File: src/rtl/clkdiv_ctrl.sv
// Programmable clock divider: CLKDV is started and stopped on whole periods, and ratio changes use a REQ/ACK handshake.
// Optional PERIOD_CNT output is enabled by defining CLKDIV_PERIOD_CNT_EN.
module clkdiv_ctrl #(
  parameter int unsigned CNT_W       = 8,
  parameter int unsigned DEFAULT_DIV = 10,
  parameter int unsigned MIN_DIV     = 2
) (
  input  logic             CLKIN,
  input  logic             CDRST_N,
  input  logic             DIV_EN,
  input  logic             CFG_REQ,
  input  logic [CNT_W-1:0] CFG_DIV,
  output logic             CFG_ACK,
  output logic             CFG_ERR,
  output logic             CLKDV,
  output logic             CLKDV_RISE,
  output logic             LOCKED,
  output logic [CNT_W-1:0] CUR_DIV
`ifdef CLKDIV_PERIOD_CNT_EN
  ,
  output logic [15:0]      PERIOD_CNT
`endif
);

  localparam logic [CNT_W-1:0] DEFAULT_DIV_C = CNT_W'(DEFAULT_DIV);
  localparam logic [CNT_W-1:0] MIN_DIV_C     = CNT_W'(MIN_DIV);
  localparam logic [CNT_W-1:0] ONE_C         = CNT_W'(1);

  typedef enum logic {IDLE, RUN} state_e;

  state_e           state_q, state_d;
  logic [CNT_W-1:0] cnt_q, cnt_d;
  logic [CNT_W-1:0] cur_div_q, cur_div_d;
  logic [CNT_W-1:0] pend_div_q, pend_div_d;
  logic             pend_q, pend_d;
  logic             clkdv_q, clkdv_d;
  logic             rise_q, rise_d;
  logic             ack_q, ack_d;
  logic             err_q, err_d;
  logic             locked_q, locked_d;

  logic [CNT_W-1:0] high_len;
  logic [CNT_W-1:0] low_len;
  logic             req_take;
  logic             req_bad;

  // (N+1)/2 is formed as N/2 + N[0] so it cannot overflow at the largest ratio.
  assign low_len  = cur_div_q >> 1;
  assign high_len = low_len + {{(CNT_W-1){1'b0}}, cur_div_q[0]};

  assign req_take = CFG_REQ && !ack_q && !pend_q;
  assign req_bad  = (CFG_DIV < MIN_DIV_C);

  always_comb begin
    state_d    = state_q;
    cnt_d      = cnt_q;
    cur_div_d  = cur_div_q;
    pend_div_d = pend_div_q;
    pend_d     = pend_q;
    clkdv_d    = clkdv_q;
    rise_d     = 1'b0;
    ack_d      = 1'b0;
    err_d      = 1'b0;
    locked_d   = locked_q;

    unique case (state_q)
      IDLE: begin
        // A legal ratio is loaded first so a start on the same edge uses it.
        if (req_take) begin
          ack_d = 1'b1;
          err_d = req_bad;
          if (!req_bad) cur_div_d = CFG_DIV;
        end
        if (DIV_EN) begin
          state_d = RUN;
          clkdv_d = 1'b1;
          rise_d  = 1'b1;
          cnt_d   = ONE_C;
        end
      end

      RUN: begin
        if (clkdv_q) begin
          if (cnt_q == high_len) begin
            clkdv_d = 1'b0;
            cnt_d   = ONE_C;
          end else begin
            cnt_d = cnt_q + ONE_C;
          end
        end else if (cnt_q == low_len) begin
          if (pend_q) begin
            cur_div_d = pend_div_q;
            ack_d     = 1'b1;
            pend_d    = 1'b0;
          end
          if (DIV_EN) begin
            clkdv_d  = 1'b1;
            rise_d   = 1'b1;
            cnt_d    = ONE_C;
            locked_d = !pend_q;
          end else begin
            state_d  = IDLE;
            clkdv_d  = 1'b0;
            cnt_d    = '0;
            locked_d = 1'b0;
          end
        end else begin
          cnt_d = cnt_q + ONE_C;
        end

        // Acceptance never collides with the period-end ACK since it needs pend_q=0.
        if (req_take) begin
          if (req_bad) begin
            ack_d = 1'b1;
            err_d = 1'b1;
          end else begin
            pend_d     = 1'b1;
            pend_div_d = CFG_DIV;
            locked_d   = 1'b0;
          end
        end
      end

      default: state_d = IDLE;
    endcase
  end

  always_ff @(posedge CLKIN or negedge CDRST_N) begin
    if (!CDRST_N) begin
      state_q    <= IDLE;
      cnt_q      <= '0;
      cur_div_q  <= DEFAULT_DIV_C;
      pend_div_q <= '0;
      pend_q     <= 1'b0;
      clkdv_q    <= 1'b0;
      rise_q     <= 1'b0;
      ack_q      <= 1'b0;
      err_q      <= 1'b0;
      locked_q   <= 1'b0;
    end else begin
      state_q    <= state_d;
      cnt_q      <= cnt_d;
      cur_div_q  <= cur_div_d;
      pend_div_q <= pend_div_d;
      pend_q     <= pend_d;
      clkdv_q    <= clkdv_d;
      rise_q     <= rise_d;
      ack_q      <= ack_d;
      err_q      <= err_d;
      locked_q   <= locked_d;
    end
  end

  assign CLKDV      = clkdv_q;
  assign CLKDV_RISE = rise_q;
  assign CFG_ACK    = ack_q;
  assign CFG_ERR    = err_q;
  assign LOCKED     = locked_q;
  assign CUR_DIV    = cur_div_q;

`ifdef CLKDIV_PERIOD_CNT_EN
  logic [15:0] pcnt_q, pcnt_d;

  // The start-from-IDLE rise is excluded; a ratio change restarts the count.
  always_comb begin
    pcnt_d = pcnt_q;
    if (cur_div_d != cur_div_q) begin
      pcnt_d = '0;
    end else if (rise_d && (state_q == RUN)) begin
      pcnt_d = pcnt_q + 16'd1;
    end
  end

  always_ff @(posedge CLKIN or negedge CDRST_N) begin
    if (!CDRST_N) pcnt_q <= '0;
    else          pcnt_q <= pcnt_d;
  end

  assign PERIOD_CNT = pcnt_q;
`endif

endmodule

File: config.mk
export PLATFORM = sky130hd
export DESIGN_NAME = clkdiv_ctrl
export DESIGN_NICKNAME = d
export VERILOG_FILES = /design/src/rtl/clkdiv_ctrl.sv
export SDC_FILE = /design/constraint.sdc
export NUM_CORES = 1
export LEC_CHECK = 0
export BUFFER_PORTS_ARGS = -buffer_cell sky130_fd_sc_hd__buf_2
export CAP_MARGIN = 40
export CORE_ASPECT_RATIO = 1.75
export CORE_UTILIZATION = 50
export CTS_BUF_LIST = sky130_fd_sc_hd__clkbuf_8 sky130_fd_sc_hd__clkbuf_16
export CTS_CLUSTER_SIZE = 20
export DETAILED_ROUTE_END_ITERATION = 10
export PLACE_DENSITY = 0.71
export SYNTH_ARGS = -nofsm -noshare
export SYNTH_HDL_FRONTEND = slang
export SYNTH_SLANG_ARGS = --single-unit
File: constraint.sdc
create_clock -name CLKIN -period 4.85 [get_ports CLKIN]
set_clock_uncertainty 0.1 [all_clocks]
set_input_delay 1.2125 -clock CLKIN [delete_from_list [all_inputs] [get_ports CLKIN]]
set_output_delay 1.2125 -clock CLKIN [all_outputs]
set_load 0.03 [all_outputs]
## Word level (Yosys, flattened, before mapping)

Index checks and enable logic that the tools add are counted.

| storage, ports and cells | value |
|---|---|
| flip-flop bits (word level) | 31 |
| output and inout port bits | 13 |

| cells by class | value |
|---|---|
| add/subtract/negate cells | 2 |
| order comparisons | 1 |
| equality and inequality tests | 8 |
| muxes and demuxes | 43 |
| bitwise gates (word level) | 2 |
| reductions and logical operators | 6 |

Operator list:

| operator | number |
|---|---|
| $mux W8 | 9 |
| $pmux W8 S2 | 2 |
| $mux W1 | 27 |
| $pmux W1 S2 | 5 |
| $add A7 B1 Y8 | 1 |
| $add A8 B1 Y8 const B | 1 |
| $eq A8 B7 Y1 | 1 |
| $eq A8 B8 Y1 | 1 |
| $lt A8 B2 Y1 const B | 1 |
| $ne A2 B2 Y1 const B | 4 |
| $reduce_and A5 Y1 | 1 |
| $ne A2 B1 Y1 const B | 2 |
| $reduce_and A3 Y1 | 1 |
| $logic_and A1 B1 Y1 | 2 |
| $logic_not A1 Y1 | 2 |
| $not A1 Y1 | 2 |

## Longest topological paths before layout

Gate-level depths: netlist (run 1).

| logic depth | value |
|---|---|
| word-level depth | 6 |
| mapped depth | 8 |
| gate-level depth less buffers | 8 |

## Worst setup path after synthesis (run 1)

OpenSTA, ideal clock, no wires.

| timing | value |
|---|---|
| path kind | input to register |
| start point | input CFG_DIV[3] |
| end point | register cur_div_q[0] (netlist: CUR_DIV[0]) |
| setup time | 136 ps |
| arrival time | 2443 ps |
| setup slack | 2171 ps |
| cell stages on the path | 6 |
| buffers on the path | 1 |
| path through | nor4_1 > nand2_1 > and2_1 > a22oi_1 > clkbuf_1 > o21ai_0 |

| on the way | value |
|---|---|
| word-level cells in the longest chain between the ends | 3 |

Ends and longest elaborated chain:

| element | RTL line | text |
|---|---|---|
| from (decl) | 12 | `input logic [CNT_W-1:0] CFG_DIV,` |
| $lt A8 B2 Y1 | 52 | `assign req_bad = (CFG_DIV < MIN_DIV_C);` |
| $ne A2 B2 Y1 (no source line) | n/a |  |
| $reduce_and A5 Y1 (no source line) | n/a |  |
| to (signal assigned) | 143 | `cur_div_q <= cur_div_d;` |
| to (decl) | 33 | `logic [CNT_W-1:0] cur_div_q, cur_div_d;` |

No other way between the ends.
A chain may end at the register's enable or synchronous reset.

## Worst setup path after layout (run 1)

| timing | value |
|---|---|
| start point | input CFG_DIV[3] |
| end point | register cur_div_q[6] (netlist: CUR_DIV[6]) |

Same word-level chain as after synthesis.

==> results.txt, run 1 <==
WHS Path Cells: 1
Setup ws final: 1.90 ns
IO buf count: 24
Clock slew seen by the registers of the worst setup and hold paths: 0.06 ns
Gr busiest metal: met2
Clk sinks: 31
Post-Synthesis Cell Area: 0.00178 sq mm
Via count: 1,411
Chip height: 80.8 um
Setup TNS: 0 ns
Row count: 28
DR WL/cell: 16.1 um
Asr flop ratio synth: 100%
Critical register-to-register path endpoint: cnt_q[3]
CTS tree: built
Number of global-route vias before repair: 1,423
Worst r2r src: CUR_DIV[1]
Hold Buf Count CTS: 0
Sequential-to-total area share from yosys stat: 43.8%
Status: finished, final reports clean
I/O Pins: 25
Total power: 1.20 mW
Resize count post-CTS: 0
HP Start: pend_div_q[6]
Vias per Instance: 5.98
Post-Syn Area per Cell: 10.6 sq um
Diodes inserted: 0
Initial antenna violation count: 0
Multi-input gate area: 918 sq um
Pre-CTS WS: 1.61 ns
Peak VDD IR: 0.399 mV
Crit. End Element: flip-flop
Largest net degree at the start of global routing: 32
HPWL after DPL: 2860 um
Cell count after synthesis: 167
Fillers: 324
M1 GR Usage: 26.6%
Ys flop type: dfrtp_1
Maximum clock frequency: 339 MHz
Slew HR: 35.9%
Max-capacitance violation count: 0
Worst-Skew Late Latency: 0.28 ns
Global-route wire length before repair: 6350 um
Worst Setup Start Kind: input port
Final Wtd Congestion: 0.943
RSZ-0062 raised after global routing: no
Initial Utilization: 52.2%
Final hold vios: 0
Area post-placement: 0.00189 sq mm
Htree depth: 2
Power Density: 610 mW/mm^2
Met2 Use GR: 40.3%
GRT Resource Usage Total: 23.5%
Worst reg-to-reg setup slack: 2.22 ns
1st-iter DRT viols: 28
Netlist cell types: 51
Min-Delay Path Class: flip-flop to flip-flop
ANT nets after route: 0
Met3 Track Usage GR: 5.11%
Routed WL: 3790 um
Die area: 0.00380 sq mm
Worst Path Arrival: 2.95 ns
Die Wd: 47.0 um
Maximum fanout along the worst path: 16
R2R depth: 8
Seq. cell area: 778 sq um
GRT overflow: 0
Slew Limit Fails: 0
Nets@finish: 205
DRC: 0
Worst slew pin tran: 0.961 ns
Design area: 0.00197 sq mm
Clk buf depth: 2
CTS root buf: clkbuf_8
# setup viols final: 0
Leak pwr: 0.940 nW
Fin crit share: 60.8%
Hold Path Sink: pend_div_q[6]
Fin crit period: 2.95 ns
Number of warnings issued by yosys: 0
Worst Setup Path Type: input port to flip-flop
Syn nets: 182
Post-synth EDFFs: 0
Core area: 0.00340 sq mm
Synthesis-stage register bit count: 31
Share of cells above drive strength 1: 27.7%
CTS buffer count: 5
Postcts setup bufs: 0
CP required: 4.85 ns
Total iterations of the first detailed-routing run: 4
Layout area overhead: 10.9%
## cells in the mapped netlist, drive strengths merged, types with 2 or more instances
cell	count	area [sq um]
dfrtp	29	726
nand2	17	63.8
o21ai	12	60.1
xnor2	10	87.6
mux2	8	90.1
mux2i	8	80.1
and2	6	38.8
nand3	6	30.0
buf	5	46.3
nor2	5	18.8
a2111oi	4	35.0
a221o	4	40.0
inv	4	15.0
nor3	4	20.0
a22o	3	28.8
and3	3	25.0
ha	3	37.5
a21o	2	15.0
and2b	2	16.3
clkbuf	2	7.51
dfstp	2	52.6
nand4	2	12.5
nor3b	2	15.0
o2bb2ai	2	17.5
or2	2	12.5
or3	2	12.5
## final cells by class
type | count | share of cell area, %
inverter | 4 | 0.762
clock inverter | 3 | 0.635
clock buffer | 5 | 3.49
sequential | 31 | 39.5
tap | 45 | 2.86
multi-input combinational | 124 | 46.6
timing repair buffer | 24 | 6.10
## metrics by stage
stage,hold slack [ns],std cells,utilization [%]
2_1_floorplan,0.379,167,-
3_3_place_gp,0.387,228,55.6
3_5_place_dp,0.395,228,55.6
4_1_cts,0.412,236,58.0
5_1_grt,0.426,236,58.0
6_report,0.406,236,58.0
## how the worst max path moves through the flow
stage	from	endpoint	slack [ns]	cells past startpoint
2_1_floorplan	CFG_DIV[3]	CUR_DIV[0]	2.17	6
3_3_place_gp	CFG_DIV[3]	CUR_DIV[4]	1.80	6
3_5_place_dp	CFG_DIV[3]	CUR_DIV[6]	1.61	6
4_1_cts	CFG_DIV[3]	CUR_DIV[6]	1.90	6
5_1_grt	CFG_DIV[3]	CUR_DIV[6]	1.55	6
6_report	CFG_DIV[3]	CUR_DIV[6]	1.90	6
## worst max-delay path, cell delays in order
cell and delay (ns):
buf_2 0.11, nor4_1 0.33, nand2_1 0.11, and2_1 0.18, a22oi_1 0.73, o21ai_0 0.26
## report_power, final
| part | switching [mW] | internal [mW] |
|---|---|---|
| sequential | 0.137 | 0.362 |
| combinational | 0.279 | 0.234 |
| clock | 0.0914 | 0.0962 |
| total | 0.508 | 0.692 |
## metal layers
metal / share of wire, % / vias up
li1: - / 663
met1: 38 / 711
met2: 57 / 31
met3: 3.2 / 6
met4: 1.5 / 0
met5: 0 / -
## cell families after synthesis
group / synth area share (%)
AO/OA/AOI/OAI: 17.2
XOR/XNOR: 5.43
adder cells (fa/ha/maj): 2.11
buffers and inverters: 4.44
flip-flops: 43.8
multiplexers: 9.58
AND/OR/NAND/NOR: 17.4
## placed cells by master (no fill, tap or decap), types with 2 or more instances in the layout
cell and instances:
a21o_1 2, xnor2_1 10, nand2_1 17, inv_1 6
nor3b_1 2, a2111oi_0 4, nand3_1 6, dfrtp_1 29
a221o_1 4, buf_2 24, and2_1 5, or2_2 2
o2bb2ai_1 2, clkbuf_8 5, mux2_2 8, nor3_1 4
mux2i_1 8, dfstp_2 2, o21ai_0 12, a22o_2 2
or3_1 2, nor2_1 5, ha_1 3, nand4_1 2
Note: power is estimated with default switching activity, not from simulation.
==> run 2: changes to the inputs <==
- PLACE_DENSITY: 0.71 -> 0.74
- clock period: 4.85 -> 2.5 ns (I/O delays scaled with it)
==> results.txt, run 2 (synthesis gave the netlist of run 1 again) <==
Maximum clock frequency: 410 MHz
Hold Buf Count CTS: 0 (unchanged)
Clk buf depth: 2 (unchanged)
Core area: 0.00340 sq mm (unchanged)
Final hold vios: 0 (unchanged)
Clock slew seen by the registers of the worst setup and hold paths: 0.06 ns (about the same)
CP required: 2.62 ns (was 4.85 ns)
Final core utilization: 64.1% (was 58.0%)
Nets@finish: 211 (was 205)
Die area: 0.00380 sq mm (unchanged)
DRC: 0 (unchanged)
Largest net degree at the start of global routing: 32 (unchanged)
Peak VDD IR: 0.682 mV (was 0.399 mV)
Power Density: 1190 mW/mm^2 (was 610 mW/mm^2)
HPWL after DPL: 2780 um (was 2860 um)
CTS buffer count: 5 (unchanged)
I/O Pins: 25 (unchanged)
GRT overflow: 0 (unchanged)
# setup viols final: 0 (unchanged)
Status: finished, final reports clean (unchanged)
Commonest non-fill, non-tap cell in the layout: dfrtp_1 (unchanged)
Clk sinks: 31 (unchanged)
Worst r2r src: CUR_DIV[0] (was CUR_DIV[1])
Chip height: 80.8 um (unchanged)
Worst Setup Path Type: flip-flop to flip-flop (was input port to flip-flop)
CTS root buf: clkbuf_8 (unchanged)
1st-iter DRT viols: 29 (was 28)
M1 GR Usage: 27.8% (was 26.6%)
Vias per Instance: 5.77 (was 5.98)
Global-route wire length before repair: 6440 um (was 6350 um)
Fin cells: 242 (was 236)
IO buf count: 24 (unchanged)
Crit. End Element: flip-flop (unchanged)
ANT nets after route: 0 (unchanged)
Maximum fanout along the worst path: 7 (was 16)
Via count: 1,397 (was 1,411)
Dpl cells: 233 (was 228)
Worst Setup Start Kind: flip-flop (was input port)
Final Hold Slack: 0.279 ns (was 0.406 ns)
Worst slew pin tran: 0.691 ns (was 0.961 ns)
Layout area overhead: 22.7% (was 10.9%)
Initial antenna violation count: 0 (unchanged)
Worst-Skew Late Latency: 0.28 ns (about the same)
Die Wd: 47.0 um (unchanged)
Share of cells above drive strength 1: 37.1% (was 27.7%)
Met2 Use GR: 41.4% (was 40.3%)
Max-capacitance violation count: 0 (unchanged)
Routed WL: 3990 um (was 3790 um)
Critical register-to-register path endpoint: cnt_q[5] (was cnt_q[3])
Worst reg-to-reg setup slack: 0.06 ns (was 2.22 ns)
Total iterations of the first detailed-routing run: 6 (was 4)
Slew Limit Fails: 0 (unchanged)
Commonest non-fill, non-tap cells in the layout: dfrtp_1 (28), buf_2 (24), nand2_1 (16) (was dfrtp_1 (29), buf_2 (24), nand2_1 (17))
Htree depth: 2 (unchanged)
Min-Delay Path Class: input port to asynchronous set/reset pin (was flip-flop to flip-flop)
Fin crit period: 2.44 ns
GRT Resource Usage Total: 24.1% (was 23.5%)
Leak pwr: 0.990 nW (was 0.940 nW)
R2R depth: 9 (was 8)
Worst Path Arrival: 2.56 ns (was 2.95 ns)
DR WL/cell: 16.5 um (was 16.1 um)
Slew HR: 53.9% (was 35.9%)
Fin crit share: 97.5%
Final Wtd Congestion: 0.885 (was 0.943)
Gr busiest metal: met2 (unchanged)
Initial Utilization: 52.2% (unchanged)
Met3 Track Usage GR: 4.67% (was 5.11%)
Total power: 2.59 mW (was 1.20 mW)
Number of global-route vias before repair: 1,376 (was 1,423)
CTS tree: built (unchanged)
Diodes inserted: 0 (unchanged)
Row count: 28 (unchanged)
[run 2: cell types whose count changed in the layout (fill, tap and decap cells not counted), sizes merged]
cell    before  now
inv          6    7
clkinv       1    0
buf         24   30
[run 2: worst max-delay path, stage by stage, from the launching register on]
cell,delay (ns)
dfrtp_2,0.43
ha_4,0.18
ha_4,0.17
and3b_2,0.19
or3_4,0.37
a31oi_4,0.22
a211oi_4,0.05
buf_6,0.17
a2111oi_4,0.35
a221o_1,0.16
[run 2: power by group]
part / switching (mW) / total (mW) / leakage, nW / internal, mW
registers: 0.259 / 0.963 / 0.381 / 0.704
logic: 0.682 / 1.27 / 0.557 / 0.584
clock network: 0.175 / 0.360 / 0.0519 / 0.185
[run 2: through the flow]
step                      TNS, ns  cell area, sq um  worst slack [ns]
after CTS                       0              2100           0.00912
after global routing      -0.0978              2180           -0.0415
after floorplan                 0              1780            0.0409
after global placement          0              1930            0.0243
after detailed placement   -0.263              1930            -0.110
final                           0              2180            0.0616
[run 2: area by class of cell]
class                      instances  area, sq um
inverter                           4         15.0
tap                               45         56.3
timing repair buffer              30          169
fill                             279         1220
sequential                        31          779
clock inverter                     3         11.3
clock buffer                       5         68.8
multi-input combinational        124         1080
[run 2: repair_timing]
item	in CTS	in global routing
pin swaps	3	4
buffers inserted	1	0
resized for setup	18	10
setup endpoints to repair	5	6
[run 2: worst max path at each step]
stage | endpoint | startpoint | cells past startpoint | slack (ns)
2_1_floorplan | cnt_q[3] | CUR_DIV[0] | 8 | 0.04
3_3_place_gp | cnt_q[3] | CUR_DIV[0] | 8 | 0.02
3_5_place_dp | cnt_q[3] | CUR_DIV[0] | 8 | -0.11
4_1_cts | cnt_q[2] | CUR_DIV[0] | 9 | 0.009
5_1_grt | cnt_q[5] | CUR_DIV[1] | 8 | -0.04
6_report | cnt_q[5] | CUR_DIV[0] | 9 | 0.06
[run 2: metal layers]
layer	part of all wire [%]	up-vias
li1	-	674
met1	39	680
met2	55	33
met3	3.6	10
met4	2.2	0
met5	0	-
